## src/rtl/fp_compare_pipe_pkg.sv

```systemverilog
// -----------------------------------------------------------------------------
// fp_cmp_pkg
// Shared definitions for the pipelined FloPoCo comparator/selector.
//
// Contents:
//   op_e        - operation mode codes (OP_GT .. OP_MAX)
//   exn_e       - FloPoCo exception class codes (EXN_ZERO .. EXN_NAN)
//   cls_t       - decoded operand class bundle registered in stage 1
//   op_width    - operand width W = WE+WF+3
//   exn_lsb     - bit index of the low exception bit
//   sign_idx    - bit index of the sign bit
//   mag_width   - width of the {exp,frac} magnitude field
//   canon_nan   - canonical NaN (exn=11, every other bit 0), MAX_W wide
//   rank_of     - total-order rank of a non-NaN operand class
// -----------------------------------------------------------------------------
package fp_cmp_pkg;

    typedef enum logic [2:0] {
        OP_GT  = 3'b000,
        OP_GE  = 3'b001,
        OP_LT  = 3'b010,
        OP_LE  = 3'b011,
        OP_EQ  = 3'b100,
        OP_NE  = 3'b101,
        OP_MIN = 3'b110,
        OP_MAX = 3'b111
    } op_e;

    typedef enum logic [1:0] {
        EXN_ZERO = 2'b00,
        EXN_NORM = 2'b01,
        EXN_INF  = 2'b10,
        EXN_NAN  = 2'b11
    } exn_e;

    typedef struct packed {
        logic is_zero;
        logic is_norm;
        logic is_inf;
        logic is_nan;
        logic sign;
    } cls_t;

    // Upper bound on operand width for width-generic constant helpers.
    localparam int MAX_W = 128;

    function automatic int op_width(input int we, input int wf);
        return we + wf + 3;
    endfunction

    function automatic int exn_lsb(input int we, input int wf);
        return we + wf + 1;
    endfunction

    function automatic int sign_idx(input int we, input int wf);
        return we + wf;
    endfunction

    function automatic int mag_width(input int we, input int wf);
        return we + wf;
    endfunction

    // Callers truncate the result to their own operand width.
    function automatic logic [MAX_W-1:0] canon_nan(input int we, input int wf);
        return MAX_W'(EXN_NAN) << exn_lsb(we, wf);
    endfunction

    // -inf=0, -normal=1, zero (either sign)=2, +normal=3, +inf=4.
    // Only meaningful for non-NaN operands; NaN is handled separately.
    function automatic logic [2:0] rank_of(input cls_t c);
        logic [2:0] r;
        r = c.sign ? 3'd1 : 3'd3;
        if (c.is_zero) begin
            r = 3'd2;
        end else if (c.is_inf) begin
            r = c.sign ? 3'd0 : 3'd4;
        end
        return r;
    endfunction

endpackage

```

## src/rtl/fp_compare_pipe_if.sv

```systemverilog
// -----------------------------------------------------------------------------
// fp_compare_pipe_if
// Operation/result handshake bundle for fp_compare_pipe.
//
// Signals:
//   in_valid/in_ready     - operation handshake (upstream -> block)
//   in_op                 - 3-bit mode code (fp_cmp_pkg::op_e)
//   in_a/in_b             - FloPoCo operands, W = WE+WF+3 bits
//   in_tag                - opaque tag, returned with the result
//   out_valid/out_ready   - result handshake (block -> downstream)
//   out_flag              - predicate result; for MIN/MAX 1 = B selected
//   out_val               - selected operand for MIN/MAX, 0 otherwise
//   out_unord             - at least one operand was NaN
//   out_tag               - tag of the result
// Modports:
//   master - the side that issues operations and consumes results
//   slave  - the comparator itself
// -----------------------------------------------------------------------------
interface fp_compare_pipe_if #(
    parameter int WE    = 11,
    parameter int WF    = 22,
    parameter int TAG_W = 4
);
    localparam int W = WE + WF + 3;

    logic             in_valid;
    logic             in_ready;
    logic [2:0]       in_op;
    logic [W-1:0]     in_a;
    logic [W-1:0]     in_b;
    logic [TAG_W-1:0] in_tag;

    logic             out_valid;
    logic             out_ready;
    logic             out_flag;
    logic [W-1:0]     out_val;
    logic             out_unord;
    logic [TAG_W-1:0] out_tag;

    modport master (
        output in_valid, in_op, in_a, in_b, in_tag, out_ready,
        input  in_ready, out_valid, out_flag, out_val, out_unord, out_tag
    );

    modport slave (
        input  in_valid, in_op, in_a, in_b, in_tag, out_ready,
        output in_ready, out_valid, out_flag, out_val, out_unord, out_tag
    );

endinterface

```

## src/rtl/fp_compare_pipe_classify.sv

```systemverilog
// -----------------------------------------------------------------------------
// fp_classify
// Combinational decode of one FloPoCo operand.
//
// Ports:
//   x        in   W      operand ([W-1:W-2] exn, [W-3] sign, rest {exp,frac})
//   is_zero  out  1      exn == 00
//   is_norm  out  1      exn == 01
//   is_inf   out  1      exn == 10
//   is_nan   out  1      exn == 11
//   sign     out  1      sign bit (meaningful for normals and infinities)
//   mag      out  WE+WF  unsigned {exp,frac}; orders normals of equal sign
// -----------------------------------------------------------------------------
module fp_classify
    import fp_cmp_pkg::*;
#(
    parameter int WE = 11,
    parameter int WF = 22
) (
    input  logic [WE+WF+2:0] x,
    output logic             is_zero,
    output logic             is_norm,
    output logic             is_inf,
    output logic             is_nan,
    output logic             sign,
    output logic [WE+WF-1:0] mag
);

    localparam int EXN_LO = exn_lsb(WE, WF);
    localparam int SIGN_I = sign_idx(WE, WF);
    localparam int MAG_W  = mag_width(WE, WF);

    logic [1:0] exn;

    assign exn     = x[EXN_LO+1:EXN_LO];
    assign is_zero = (exn == EXN_ZERO);
    assign is_norm = (exn == EXN_NORM);
    assign is_inf  = (exn == EXN_INF);
    assign is_nan  = (exn == EXN_NAN);
    assign sign    = x[SIGN_I];
    assign mag     = x[MAG_W-1:0];

endmodule

```

## src/rtl/fp_compare_pipe.sv

```systemverilog
// -----------------------------------------------------------------------------
// fp_compare_pipe
// Two-stage pipelined FloPoCo comparator/selector with valid/ready handshake
// and tag passthrough. Compares operands by exception-class rank plus an
// unsigned {exp,frac} magnitude compare -- no subtractor.
//
// Ports:
//   clk  in  1   clock, rising edge
//   rst  in  1   synchronous active-high reset
//   bus  slave   fp_compare_pipe_if (operation in / result out)
//
// Stage 1 holds operands, op, tag, both operand classes and the magnitude
// lt/eq. Stage 2 holds the final flag, selected value, unordered bit and tag.
// Each stage loads when empty or when its current content leaves in the
// same cycle, so bubbles collapse and throughput is one op per cycle.
// -----------------------------------------------------------------------------
module fp_compare_pipe
    import fp_cmp_pkg::*;
#(
    parameter int WE    = 11,
    parameter int WF    = 22,
    parameter int TAG_W = 4
) (
    input logic               clk,
    input logic               rst,
    fp_compare_pipe_if.slave  bus
);

    localparam int W     = op_width(WE, WF);
    localparam int MAG_W = mag_width(WE, WF);
    localparam logic [W-1:0] CNAN = W'(canon_nan(WE, WF));

    // ---------------------------------------------------------------------
    // Handshake
    // ---------------------------------------------------------------------
    logic s1_valid;
    logic s2_valid;
    logic s1_ready;
    logic s2_ready;
    logic in_fire;
    logic s2_load;

    assign s2_ready = !s2_valid || bus.out_ready;
    assign s1_ready = !s1_valid || s2_ready;
    // Held low during reset so an operation offered in the reset cycle is
    // never acknowledged.
    assign bus.in_ready = s1_ready && !rst;
    assign in_fire      = bus.in_valid && bus.in_ready;
    assign s2_load      = s2_ready && s1_valid;

    // ---------------------------------------------------------------------
    // Stage-1 input decode
    // ---------------------------------------------------------------------
    logic             a_zero, a_norm, a_inf, a_nan, a_sign;
    logic             b_zero, b_norm, b_inf, b_nan, b_sign;
    logic [MAG_W-1:0] a_mag, b_mag;
    cls_t             in_cls_a, in_cls_b;

    fp_classify #(.WE(WE), .WF(WF)) u_cls_a (
        .x       (bus.in_a),
        .is_zero (a_zero),
        .is_norm (a_norm),
        .is_inf  (a_inf),
        .is_nan  (a_nan),
        .sign    (a_sign),
        .mag     (a_mag)
    );

    fp_classify #(.WE(WE), .WF(WF)) u_cls_b (
        .x       (bus.in_b),
        .is_zero (b_zero),
        .is_norm (b_norm),
        .is_inf  (b_inf),
        .is_nan  (b_nan),
        .sign    (b_sign),
        .mag     (b_mag)
    );

    assign in_cls_a = '{is_zero: a_zero, is_norm: a_norm, is_inf: a_inf,
                        is_nan: a_nan, sign: a_sign};
    assign in_cls_b = '{is_zero: b_zero, is_norm: b_norm, is_inf: b_inf,
                        is_nan: b_nan, sign: b_sign};

    // ---------------------------------------------------------------------
    // Stage registers
    // ---------------------------------------------------------------------
    logic [W-1:0]     s1_a, s1_b;
    op_e              s1_op;
    logic [TAG_W-1:0] s1_tag;
    cls_t             s1_cls_a, s1_cls_b;
    logic             s1_mag_lt, s1_mag_eq;

    logic             s2_flag;
    logic [W-1:0]     s2_val;
    logic             s2_unord;
    logic [TAG_W-1:0] s2_tag;

    logic             nx_flag;
    logic [W-1:0]     nx_val;
    logic             nx_unord;

    // NOTE: every register here uses non-blocking assignment so all stages
    // sample the pre-edge values; blocking would let S2 see S1's new value.
    always_ff @(posedge clk) begin
        if (rst) begin
            s1_valid <= 1'b0;
            s2_valid <= 1'b0;
        end else begin
            if (s1_ready) s1_valid <= in_fire;
            if (s2_ready) s2_valid <= s1_valid;
        end
    end

    // NOTE: data registers carry no reset; the valid bits gate everything
    // visible, and the outputs below are masked with s2_valid.
    always_ff @(posedge clk) begin
        if (in_fire) begin
            s1_a      <= bus.in_a;
            s1_b      <= bus.in_b;
            s1_op     <= op_e'(bus.in_op);
            s1_tag    <= bus.in_tag;
            s1_cls_a  <= in_cls_a;
            s1_cls_b  <= in_cls_b;
            s1_mag_lt <= (a_mag < b_mag);
            s1_mag_eq <= (a_mag == b_mag);
        end
        if (s2_load) begin
            s2_flag  <= nx_flag;
            s2_val   <= nx_val;
            s2_unord <= nx_unord;
            s2_tag   <= s1_tag;
        end
    end

    // ---------------------------------------------------------------------
    // Stage-2 evaluation
    // ---------------------------------------------------------------------
    logic [2:0] rank_a, rank_b;
    logic       cmp_lt, cmp_eq, cmp_gt;

    assign rank_a = rank_of(s1_cls_a);
    assign rank_b = rank_of(s1_cls_b);

    // NOTE: each always_comb output gets a default first so no path through
    // the case/if tree leaves it unassigned (which would infer a latch).
    always_comb begin
        cmp_lt = 1'b0;
        cmp_eq = 1'b0;
        if (rank_a != rank_b) begin
            cmp_lt = (rank_a < rank_b);
        end else if (s1_cls_a.is_norm) begin
            // Same-sign normals: larger magnitude is smaller when negative.
            cmp_eq = s1_mag_eq;
            cmp_lt = s1_cls_a.sign ? (!s1_mag_lt && !s1_mag_eq) : s1_mag_lt;
        end else begin
            // Zero/zero or same-sign inf pair; payload bits do not matter.
            cmp_eq = 1'b1;
        end
        cmp_gt = !cmp_lt && !cmp_eq;
    end

    always_comb begin
        nx_unord = s1_cls_a.is_nan || s1_cls_b.is_nan;
        nx_flag  = 1'b0;
        nx_val   = '0;
        unique case (s1_op)
            OP_GT:   nx_flag = !nx_unord && cmp_gt;
            OP_GE:   nx_flag = !nx_unord && !cmp_lt;
            OP_LT:   nx_flag = !nx_unord && cmp_lt;
            OP_LE:   nx_flag = !nx_unord && !cmp_gt;
            OP_EQ:   nx_flag = !nx_unord && cmp_eq;
            OP_NE:   nx_flag = nx_unord || !cmp_eq;
            OP_MIN, OP_MAX: begin
                if (s1_cls_a.is_nan && s1_cls_b.is_nan) begin
                    nx_val = CNAN;
                end else if (s1_cls_a.is_nan) begin
                    nx_flag = 1'b1;
                    nx_val  = s1_b;
                end else if (s1_cls_b.is_nan) begin
                    nx_val = s1_a;
                end else if ((s1_op == OP_MIN) ? cmp_gt : cmp_lt) begin
                    // B strictly wins; ties keep A.
                    nx_flag = 1'b1;
                    nx_val  = s1_b;
                end else begin
                    nx_val = s1_a;
                end
            end
            default: ;
        endcase
    end

    // ---------------------------------------------------------------------
    // Outputs: masked so an empty stage 2 presents all zeros.
    // ---------------------------------------------------------------------
    assign bus.out_valid = s2_valid;
    assign bus.out_flag  = s2_valid && s2_flag;
    assign bus.out_val   = s2_valid ? s2_val : '0;
    assign bus.out_unord = s2_valid && s2_unord;
    assign bus.out_tag   = s2_valid ? s2_tag : '0;

endmodule

```

## src/flat_wrapper.sv

```systemverilog
// flat-port wrapper written by rule: the top's interface ports become plain ports
module fp_compare_pipe_flat import fp_cmp_pkg::*;
#(
    parameter int WE    = 11,
    parameter int WF    = 22,
    parameter int TAG_W = 4
)
  (clk, rst, bus_in_valid, bus_in_op, bus_in_a, bus_in_b, bus_in_tag, bus_out_ready, bus_in_ready, bus_out_valid, bus_out_flag, bus_out_val, bus_out_unord, bus_out_tag);
  fp_compare_pipe_if #(.WE(WE), .WF(WF), .TAG_W(TAG_W)) bus_i ();
  input logic clk;
  input logic rst;
  input wire logic [$bits(bus_i.in_valid)-1:0] bus_in_valid;
  input wire logic [$bits(bus_i.in_op)-1:0] bus_in_op;
  input wire logic [$bits(bus_i.in_a)-1:0] bus_in_a;
  input wire logic [$bits(bus_i.in_b)-1:0] bus_in_b;
  input wire logic [$bits(bus_i.in_tag)-1:0] bus_in_tag;
  input wire logic [$bits(bus_i.out_ready)-1:0] bus_out_ready;
  output wire logic [$bits(bus_i.in_ready)-1:0] bus_in_ready;
  output wire logic [$bits(bus_i.out_valid)-1:0] bus_out_valid;
  output wire logic [$bits(bus_i.out_flag)-1:0] bus_out_flag;
  output wire logic [$bits(bus_i.out_val)-1:0] bus_out_val;
  output wire logic [$bits(bus_i.out_unord)-1:0] bus_out_unord;
  output wire logic [$bits(bus_i.out_tag)-1:0] bus_out_tag;
  assign bus_i.in_valid = bus_in_valid;
  assign bus_i.in_op = bus_in_op;
  assign bus_i.in_a = bus_in_a;
  assign bus_i.in_b = bus_in_b;
  assign bus_i.in_tag = bus_in_tag;
  assign bus_i.out_ready = bus_out_ready;
  assign bus_in_ready = bus_i.in_ready;
  assign bus_out_valid = bus_i.out_valid;
  assign bus_out_flag = bus_i.out_flag;
  assign bus_out_val = bus_i.out_val;
  assign bus_out_unord = bus_i.out_unord;
  assign bus_out_tag = bus_i.out_tag;
  fp_compare_pipe #(.WE(WE), .WF(WF), .TAG_W(TAG_W)) u_core (.clk(clk), .rst(rst), .bus(bus_i));
endmodule
```

## config.mk

```make
export PLATFORM = sky130hd
export DESIGN_NAME = fp_compare_pipe_flat
export DESIGN_NICKNAME = d
export VERILOG_FILES = /design/src/rtl/fp_compare_pipe_pkg.sv /design/src/rtl/fp_compare_pipe_if.sv /design/src/rtl/fp_compare_pipe_classify.sv /design/src/rtl/fp_compare_pipe.sv /design/src/flat_wrapper.sv
export SDC_FILE = /design/constraint.sdc
export NUM_CORES = 1
export LEC_CHECK = 0
export CAP_MARGIN = 10
export CORE_ASPECT_RATIO = 0.7
export CORE_MARGIN = 3
export CORE_UTILIZATION = 54
export CTS_BUF_LIST = sky130_fd_sc_hd__clkbuf_8
export DETAILED_ROUTE_END_ITERATION = 10
export HOLD_SLACK_MARGIN = 0.1
export PLACE_DENSITY = 0.83
export SETUP_SLACK_MARGIN = 0.4
export SYNTH_ARGS = -nofsm -noshare
export SYNTH_HDL_FRONTEND = slang
export SYNTH_SLANG_ARGS = --single-unit
```

## constraint.sdc

```tcl
create_clock -name clk -period 4.23 [get_ports clk]
set_input_delay 0.846 -clock clk [delete_from_list [all_inputs] [get_ports clk]]
set_output_delay 0.846 -clock clk [all_outputs]
set_load 0.02 [all_outputs]
```

==> impl_metrics.toml, run 1 <==
[logic_synthesis]
synth-seq-cells = 132
yosysWarningCount = 0
ys_types = 48
synth_area_sq_um = 6350
ys_seq_area_share_pct = 62.1
synth_area_per_cell_sq_um = 12.8
syn_nets = 613
synthCells = 494

[setup_path]
critPathCaptureType = "flop"
cp.required_ns = 4.46
critical_path.max_fanout = 24
cp.arrival_ns = 3.41
path_class = "reg2reg"
cp-start-kind = "flop"

[pwr]
powerDensity_nw_per_um2 = 358
p_int_mw = 2.20
clkPwrFrac_pct = 34.5
ir_worst_vdd_v = 0.000274
p_comb_share_pct = 13.0
power.leakage_nw = 3.01
p_seq_share_pct = 52.5
p_sw_share_pct = 24.4
p_sw_mw = 0.712

[floorplan]
start_util_pct = 56.4
die_height_microns = 96.7
num_rows = 32
die_w_microns = 136
coreArea_sq_um = 11300
ioPinCount = 127
dieArea_sq_um = 13100

[route]
drc = 0
drtIter0Drc = 482
first_pass_iters = 5
ant_nets = 0
routed_wl_microns = 14700
vias = 4573
wl_per_cell_microns = 18.7
detail_route.vias_per_cell = 5.83

[layout]
num-fill-cells = 757
final_cells = 785
layout-drive-gt1-share_pct = 8.86
area_growth_pct = 28.0
fin_nets = 738
final_common_cell = "edfxtp_1"
antenna_cells = 0
final_cell_mix = "130 x edfxtp_1, 126 x clkdlybuf4s50_1, 47 x a21oi_1"

[clocking]
post-cts-setup-buffer-count = 0
cts-root-buf = "clkbuf_8"
h-tree-depth = 4
cts_hold_buf = 0
clock-sinks = 132
cts_tree = "built"
clkTransAtPathRegs_ns = 0.07
clk_latency_ns = 0.44
cts-buffers-inserted = 17
cts_resized = 0
cts_buffer_depth = 2

[sta]
grt_setup_unrepaired = "false"
setup_viol_count_final = 0
drv_slew = 0
fin_crit_sh_pct = 75.1
skew_ns = 0.0112
tns_ns = 0
period_minus_slack_ns = 3.18
tightest_slew_ns = 0.740
hold_viol = 0
maxSlewHeadroom_pct = 50.5
fmax_mhz = 315

[job]
drv_cap = 0

[min_path]
hold_class = "reg2reg"

[run_status]
outcome = "complete, no violations"

[global_route]
overflow = 0
grt_use_total_pct = 23.0
grt_max_degree = 47
antenna_found_initial = 0
grt_pass1_wl_microns = 23500
grt_pass1_vias = 4506

[place]
port_buffers = 126
dp_hpwl_microns = 10100
dp_cells = 752
gp_congestion = 0.892
state kept, by name (all words and copies together), names as in the netlist:
name	flops
u_core.s2_unord	1
u_core.s1_tag	4
u_core.s1_cls_b	3
u_core.s1_cls_a	4
u_core.s2_val	36
u_core.s1_mag_eq	1
u_core.s1_b	36
u_core.s2_tag	4
u_core.s1_op	3
u_core.s2_flag	1
u_core.s1_valid	1
u_core.bus.out_valid	1
u_core.s1_mag_lt	1
u_core.s1_a	36
cells in the mapped netlist, drive strengths merged:
| cell type | instances | area, sq um |
|---|---|---|
| o211a | 1 | 10.0 |
| a211oi | 5 | 50.1 |
| mux2 | 1 | 11.3 |
| o221a | 1 | 11.3 |
| and2 | 45 | 282 |
| buf | 14 | 109 |
| or3b | 1 | 8.76 |
| a2111o | 1 | 11.3 |
| nand3b | 1 | 7.51 |
| o21bai | 2 | 15.0 |
| or4 | 1 | 7.51 |
| o21a | 2 | 15.0 |
| or2 | 2 | 12.5 |
| nand2b | 1 | 6.26 |
| edfxtp | 130 | 3900 |
| ha | 36 | 450 |
| inv | 37 | 139 |
| o31ai | 35 | 288 |
| clkbuf | 16 | 63.8 |
| nand2 | 8 | 30.0 |
| nand3 | 6 | 30.0 |
| a31oi | 1 | 6.26 |
| a221o | 1 | 10.0 |
| nor3 | 1 | 5.00 |
| o211ai | 2 | 15.0 |
| nand4 | 42 | 263 |
| clkinv | 1 | 3.75 |
| a21o | 6 | 45.0 |
| a21oi | 48 | 244 |
| a221oi | 1 | 8.76 |
| o21ai | 6 | 37.5 |
| nor3b | 3 | 27.5 |
| nor2b | 8 | 50.1 |
| nor4 | 3 | 18.8 |
| a211o | 3 | 26.3 |
| and4 | 2 | 17.5 |
| nor2 | 18 | 67.6 |
| dfxtp | 2 | 40.0 |
final timing paths:
check                           cells after the start  slack, ns           endpoint                from
worst max-delay path                                8       1.05  u_core.s2_val[34]  u_core.s1_cls_a[2]
worst max register to register                      8       1.05  u_core.s2_val[34]  u_core.s1_cls_a[2]
worst min register to register                      0       0.43   u_core.s2_tag[1]    u_core.s1_tag[1]
worst min-delay path                                0       0.43   u_core.s2_tag[1]    u_core.s1_tag[1]
critical path, stage by stage (launching register included):
cell,delay [ns]
edfxtp_1,0.41
or2_2,0.32
ha_1,0.32
nor2b_1,0.06
o21ai_2,0.34
and4_1,0.62
buf_4,0.43
nor4_1,0.11
a211oi_1,0.34
per-stage QoR:
| step | instance area [sq um] | hold slack, ns | setup slack, ns | utilization, % | total power [mW] |
|---|---|---|---|---|---|
| 3_3_place_gp | 7720 | 0.405 | 1.14 | 68.6 | 1.91 |
| 2_1_floorplan | 6350 | 0.400 | 0.979 | - | 1.75 |
| 5_1_grt | 8120 | 0.446 | 0.814 | 72.2 | 3.02 |
| 3_5_place_dp | 7720 | 0.418 | 1.06 | 68.6 | 1.93 |
| 4_1_cts | 8100 | 0.437 | 1.09 | 72.0 | 2.92 |
| 6_report | 8120 | 0.432 | 1.05 | 72.2 | 2.91 |
final cells by class:
cell class | instances | area [sq um] | share of cell area (%)
Inverter | 38 | 143 | 1.76
Sequential cell | 132 | 3940 | 48.6
Tap cell | 153 | 191 | 2.36
Clock inverter | 15 | 144 | 1.77
Timing Repair Buffer | 136 | 1370 | 16.9
Clock buffer | 17 | 234 | 2.88
Multi-Input combinational cell | 294 | 2100 | 25.8
kinds of logic after synthesis:
group | count (synthesis) | synth area share, %
adder cells (fa/ha/maj) | 36 | 7.10
AO/OA/AOI/OAI | 115 | 12.5
buffers and inverters | 68 | 4.97
flip-flops | 132 | 62.1
AND/OR/NAND/NOR | 142 | 13.1
multiplexers | 1 | 0.177
per-layer routing:
layer | track usage [%] | vias to the layer above | routed length, microns
li1 | - | 2133 | -
met1 | 31.0 | 2209 | 6080
met2 | 36.8 | 213 | 7100
met3 | 7.02 | 18 | 1330
met4 | 5.50 | 0 | 168
met5 | 0 | - | 0
power by group through the flow:
| stage | clock network [mW] | logic (mW) | registers, mW |
|---|---|---|---|
| floorplan | 0 | 0.202 | 1.55 |
| global placement | 0 | 0.359 | 1.55 |
| detailed placement | 0 | 0.374 | 1.56 |
| CTS | 1.02 | 0.376 | 1.53 |
| global route | 1.08 | 0.414 | 1.53 |
| finish | 1.01 | 0.378 | 1.53 |
No activity file was read; power rests on OpenSTA's default activity.
==> run 2, diff against run 1 <==
==> constraint.sdc (replaced) <==
create_clock -name clk -period 3.3 [get_ports clk]
set_input_delay 0.66 -clock clk [delete_from_list [all_inputs] [get_ports clk]]
set_output_delay 0.66 -clock clk [all_outputs]
set_load 0.02 [all_outputs]
==> impl_metrics.toml, run 2 (synthesis gave the netlist of run 1 again) <==
[route]
wl_per_cell_microns = 18.8
vias = 4577
routed_wl_microns = 14800
drc = 0
detail_route.vias_per_cell = 5.82
drtIter0Drc = 489
ant_nets = 0
first_pass_iters = 5

[sta]
period_minus_slack_ns = 2.78
drv_slew = 0
tns_ns = 0
fmax_mhz = 360
setup_viol_count_final = 0
maxSlewHeadroom_pct = 56.7
tightest_slew_ns = 0.650
grt_setup_unrepaired = "false"
skew_ns = 0.00853
hold_viol = 0
fin_crit_sh_pct = 84.2

[global_route]
antenna_found_initial = 0
grt_use_total_pct = 23.0
grt_max_degree = 56
overflow = 0
grt_pass1_wl_microns = 23400
grt_pass1_vias = 4629

[pwr]
power.total_mw = 3.73
ir_worst_vdd_v = 0.000324
powerDensity_nw_per_um2 = 459
p_comb_share_pct = 13.1
p_sw_mw = 0.910
p_int_mw = 2.82
clkPwrFrac_pct = 34.4
p_sw_share_pct = 24.4
p_seq_share_pct = 52.5
power.leakage_nw = 3.00

[layout]
final_cell_mix = "130 x edfxtp_1, 126 x clkdlybuf4s50_1, 47 x a21oi_1"
final_common_cell = "edfxtp_1"
layout-drive-gt1-share_pct = 9.16
fin_nets = 740
num-fill-cells = 753
final_util_pct = 72.3
area_growth_pct = 28.1
reg.largest.list = "u_core.s1_a: 36 flops, u_core.s1_b: 36 flops, u_core.s2_val: 36 flops"
antenna_cells = 0

[clocking]
cts-root-buf = "clkbuf_8"
clk_latency_ns = 0.43
h-tree-depth = 4
cts-buffers-inserted = 17
clkTransAtPathRegs_ns = 0.07
cts_tree = "built"
clock-sinks = 132
cts_buffer_depth = 2
post-cts-setup-buffer-count = 0

[setup_path]
cp.required_ns = 2.64
cp.arrival_ns = 2.12
r2r-start = "u_core.s1_cls_a[2]"
cp-start-kind = "flop"
r2r_slack_ns = 0.56
r2r_end = "u_core.s2_val[34]"
path_class = "reg2out"
critPathCaptureType = "output pin"
critical_path.max_fanout = 34
reg2regPathDepth = 8

[min_path]
hold_end = "u_core.s2_tag[2]"
hold_class = "reg2reg"
hp-start = "u_core.s1_tag[2]"
hold_depth = 0

[place]
gp_congestion = 0.902
port_buffers = 126
dp_hpwl_microns = 10000

[floorplan]
start_util_pct = 56.4
num_rows = 32
die_w_microns = 136
dieArea_sq_um = 13100
ioPinCount = 127
coreArea_sq_um = 11300
die_height_microns = 96.7

[job]
drv_cap = 0

[run_status]
outcome = "complete, no violations"
run 2: changes by cell type in the layout (fill, tap and decap cells not counted), sizes merged:
cell	delta
clkinvlp	+1
buf	+2
inv	-2
run 2: worst max-delay path by stage:
stage,start,end,slack (ns),depth (start not counted)
finish,u_core.bus.out_valid,bus_out_val[6],0.52,3
global route,u_core.bus.out_valid,bus_out_val[6],0.39,3
CTS,u_core.s1_cls_a[2],u_core.s2_val[34],0.43,8
detailed placement,bus_in_b[16],u_core.s1_mag_lt,0.30,7
global placement,bus_in_b[14],u_core.s1_mag_lt,0.40,7
floorplan,bus_out_ready,u_core.s1_a[0],0.53,3
run 2: metal layers:
layer	GRT usage, %	part of all wire, %	vias to the layer above
met5	0	0	-
met4	8.52	1.6	0
met3	5.98	8.7	25
met2	37.0	49	242
met1	30.3	41	2173
li1	-	-	2137
run 2: worst max-delay path, stage by stage, from the launching register on:
cell and delay, ns:
dfxtp_1 0.48, buf_4 0.35, and2_1 0.19, clkdlybuf4s50_1 0.66
run 2: stage by stage:
stage          instances  setup slack (ns)  hold slack (ns)  instance area (sq um)
2_1_floorplan        494             0.527            0.400                   6350
3_3_place_gp         755             0.400            0.401                   7750
3_5_place_dp         755             0.301            0.407                   7750
4_1_cts              786             0.428            0.425                   8130
5_1_grt              786             0.389            0.438                   8130
6_report             786             0.522            0.424                   8130
run 2: repair_timing:
| action | CTS | global route |
|---|---|---|
| endpoints found under the setup margin | 0 | 14 |
| resized for setup | 0 | 2 |
| hold buffers | 0 | 0 |
run 2: cell type report:
| class | count | area (sq um) | area share, % |
|---|---|---|---|
| repair buffers | 138 | 1380 | 16.9 |
| multi-input cells | 294 | 2100 | 25.9 |
| well taps | 153 | 191 | 2.35 |
| flip-flops and latches | 132 | 3940 | 48.5 |
| inverters | 38 | 143 | 1.75 |
| clock inverters | 14 | 140 | 1.72 |
| clock buffers | 17 | 234 | 2.88 |
run 2: power by group through the flow:
stage / Sequential, mW / Clock [mW] / Combinational (mW)
floorplan: 1.99 / 0 / 0.259
global route: 1.97 / 1.37 / 0.533
CTS: 1.96 / 1.30 / 0.486
global placement: 1.99 / 0 / 0.462
finish: 1.96 / 1.28 / 0.487
detailed placement: 2.00 / 0 / 0.482
==> run 3, diff against run 2 <==
--- a/config.mk
+++ b/config.mk
@@ -8,11 +8,11 @@
 export CAP_MARGIN = 10
 export CORE_ASPECT_RATIO = 0.7
 export CORE_MARGIN = 3
-export CORE_UTILIZATION = 54
+export CORE_UTILIZATION = 48
 export CTS_BUF_LIST = sky130_fd_sc_hd__clkbuf_8
 export DETAILED_ROUTE_END_ITERATION = 10
 export HOLD_SLACK_MARGIN = 0.1
-export PLACE_DENSITY = 0.83
+export PLACE_DENSITY = 0.78
 export SETUP_SLACK_MARGIN = 0.4
 export SYNTH_ARGS = -nofsm -noshare
 export SYNTH_HDL_FRONTEND = slang
==> constraint.sdc (replaced) <==
create_clock -name clk -period 2.5 [get_ports clk]
set_input_delay 0.5 -clock clk [delete_from_list [all_inputs] [get_ports clk]]
set_output_delay 0.5 -clock clk [all_outputs]
set_load 0.02 [all_outputs]
==> impl_metrics.toml, run 3 (synthesis gave the netlist of run 1 again) <==
[route]
vias = 4890
first_pass_iters = 5
ant_nets = 0
routed_wl_microns = 17100
drtIter0Drc = 449
detail_route.vias_per_cell = 5.84
drc = 0
wl_per_cell_microns = 20.5

[setup_path]
crit_chain = "buf_4, o21bai_1, ha_1, and4_4, o21ai_4, a211oi_4, buf_12, buf_12, clkbuf_16, o31ai_2, a21oi_1"
worst_path_most_repeated_cell = "buf_12"
cpLargestDelayFamily = "compound AO/OA/AOI/OAI gates"
cp-start-kind = "flop"
critPathCaptureType = "flop"
max_stage_delay_ns = 0.41
cp.required_ns = 2.68
slowest_stage = "edfxtp_1"
cp.arrival_ns = 2.63
critical_path.max_fanout = 6
path_class = "reg2reg"
path_buf_inv = 4

[sta]
fin_crit_sh_pct = 98.1
hold_viol = 0
tightest_slew_ns = 0.690
tns_ns = 0
maxSlewHeadroom_pct = 54.0
period_minus_slack_ns = 2.45
setup_viol_count_final = 0
fmax_mhz = 408
whs_ns = 0.295
skew_ns = 0.0101
grt_setup_unrepaired = "true"
drv_slew = 0

[pwr]
powerDensity_nw_per_um2 = 588
p_sw_mw = 1.31
p_comb_share_pct = 15.5
p_sw_share_pct = 24.6
power.total_mw = 5.34
p_int_mw = 4.02
clkPwrFrac_pct = 36.0
ir_worst_vdd_v = 0.000379
p_seq_share_pct = 48.4
power.leakage_nw = 3.57

[clocking]
cts_hold_buf = 0
cts_tree = "built"
clkTransAtPathRegs_ns = 0.07
cts-root-buf = "clkbuf_8"
h-tree-depth = 4
cts_buffer_depth = 2
clock-sinks = 132
cts-buffers-inserted = 17
clk_latency_ns = 0.44

[floorplan]
ioPinCount = 127
coreArea_sq_um = 12700
dieArea_sq_um = 14700
die_height_microns = 102
num_rows = 34
start_util_pct = 50.1
die_w_microns = 143

[job]
drv_cap = 0

[layout]
fin_nets = 782
area_growth_pct = 43.1
reg.largest.list = "u_core.s1_a: 36 flops, u_core.s1_b: 36 flops, u_core.s2_val: 36 flops"
layout-drive-gt1-share_pct = 24.3
final_cell_mix = "130 x edfxtp_1, 55 x clkdlybuf4s50_1, 52 x dlygate4sd2_1"
design_area_sq_um = 9080
final_common_cell = "edfxtp_1"
final_util_pct = 71.6
antenna_cells = 0

[global_route]
overflow = 0
grt_pass1_wl_microns = 25700
grt_pass1_vias = 4984
gr-usage-met1_pct = 30.5
grt_use_total_pct = 23.1
gr-usage-met3_pct = 6.74
grt_max_degree = 44
grt_util_met2_pct = 37.3
antenna_found_initial = 0
grt-busiest-layer = "met2"

[run_status]
outcome = "complete, no violations"

[place]
dp_hpwl_microns = 10500
place_area_sq_um = 8030
gp_congestion = 0.907
port_buffers = 126

[min_path]
hold_class = "in2reg"
-- run 3: final timing paths --
path,cells after the start,start,slack (ns),end
setup reg to reg,11,u_core.s1_a[33],0.05,u_core.s2_val[2]
hold reg to reg,0,u_core.s1_tag[3],0.42,u_core.s2_tag[3]
hold / removal,1,bus_in_b[5],0.30,u_core.s1_b[5]
setup / recovery,11,u_core.s1_a[33],0.05,u_core.s2_val[2]
-- run 3: per-stage QoR --
step	setup WS, ns	cells
floorplan	0.291	494
global placement	-0.271	782
detailed placement	-0.347	782
CTS	0.156	829
global route	-0.0156	837
finish	0.0477	837
-- run 3: power groups by stage --
stage / clock, mW / combinational [mW] / sequential (mW)
floorplan: 0 / 0.365 / 2.62
global placement: 0 / 0.673 / 2.62
detailed placement: 0 / 0.700 / 2.63
CTS: 1.93 / 0.773 / 2.58
global route: 2.04 / 0.895 / 2.59
finish: 1.92 / 0.830 / 2.58
-- run 3: area by class of cell --
class                      instances  area (sq um)
clock buffer                      17           234
clock inverter                    14           186
fill                             859          3600
inverter                          38           155
multi-input combinational        294          2540
sequential                       132          3940
tap                              162           203
timing repair buffer             180          1820
-- run 3: timing repair --
action,in CTS,in global routing
gates resized for setup,122,47
endpoints found under the setup margin,83,43
setup buffers,13,6
gates cloned,3,2
pin swaps,34,41
-- run 3: routing by layer --
metal / wire length [microns] / share of wire, % / vias up
met5: 0 / 0 / -
met2: 8270 / 48 / 250
met1: 7140 / 42 / 2389
met3: 1460 / 8.5 / 26
li1: - / - / 2225
met4: 274 / 1.6 / 0
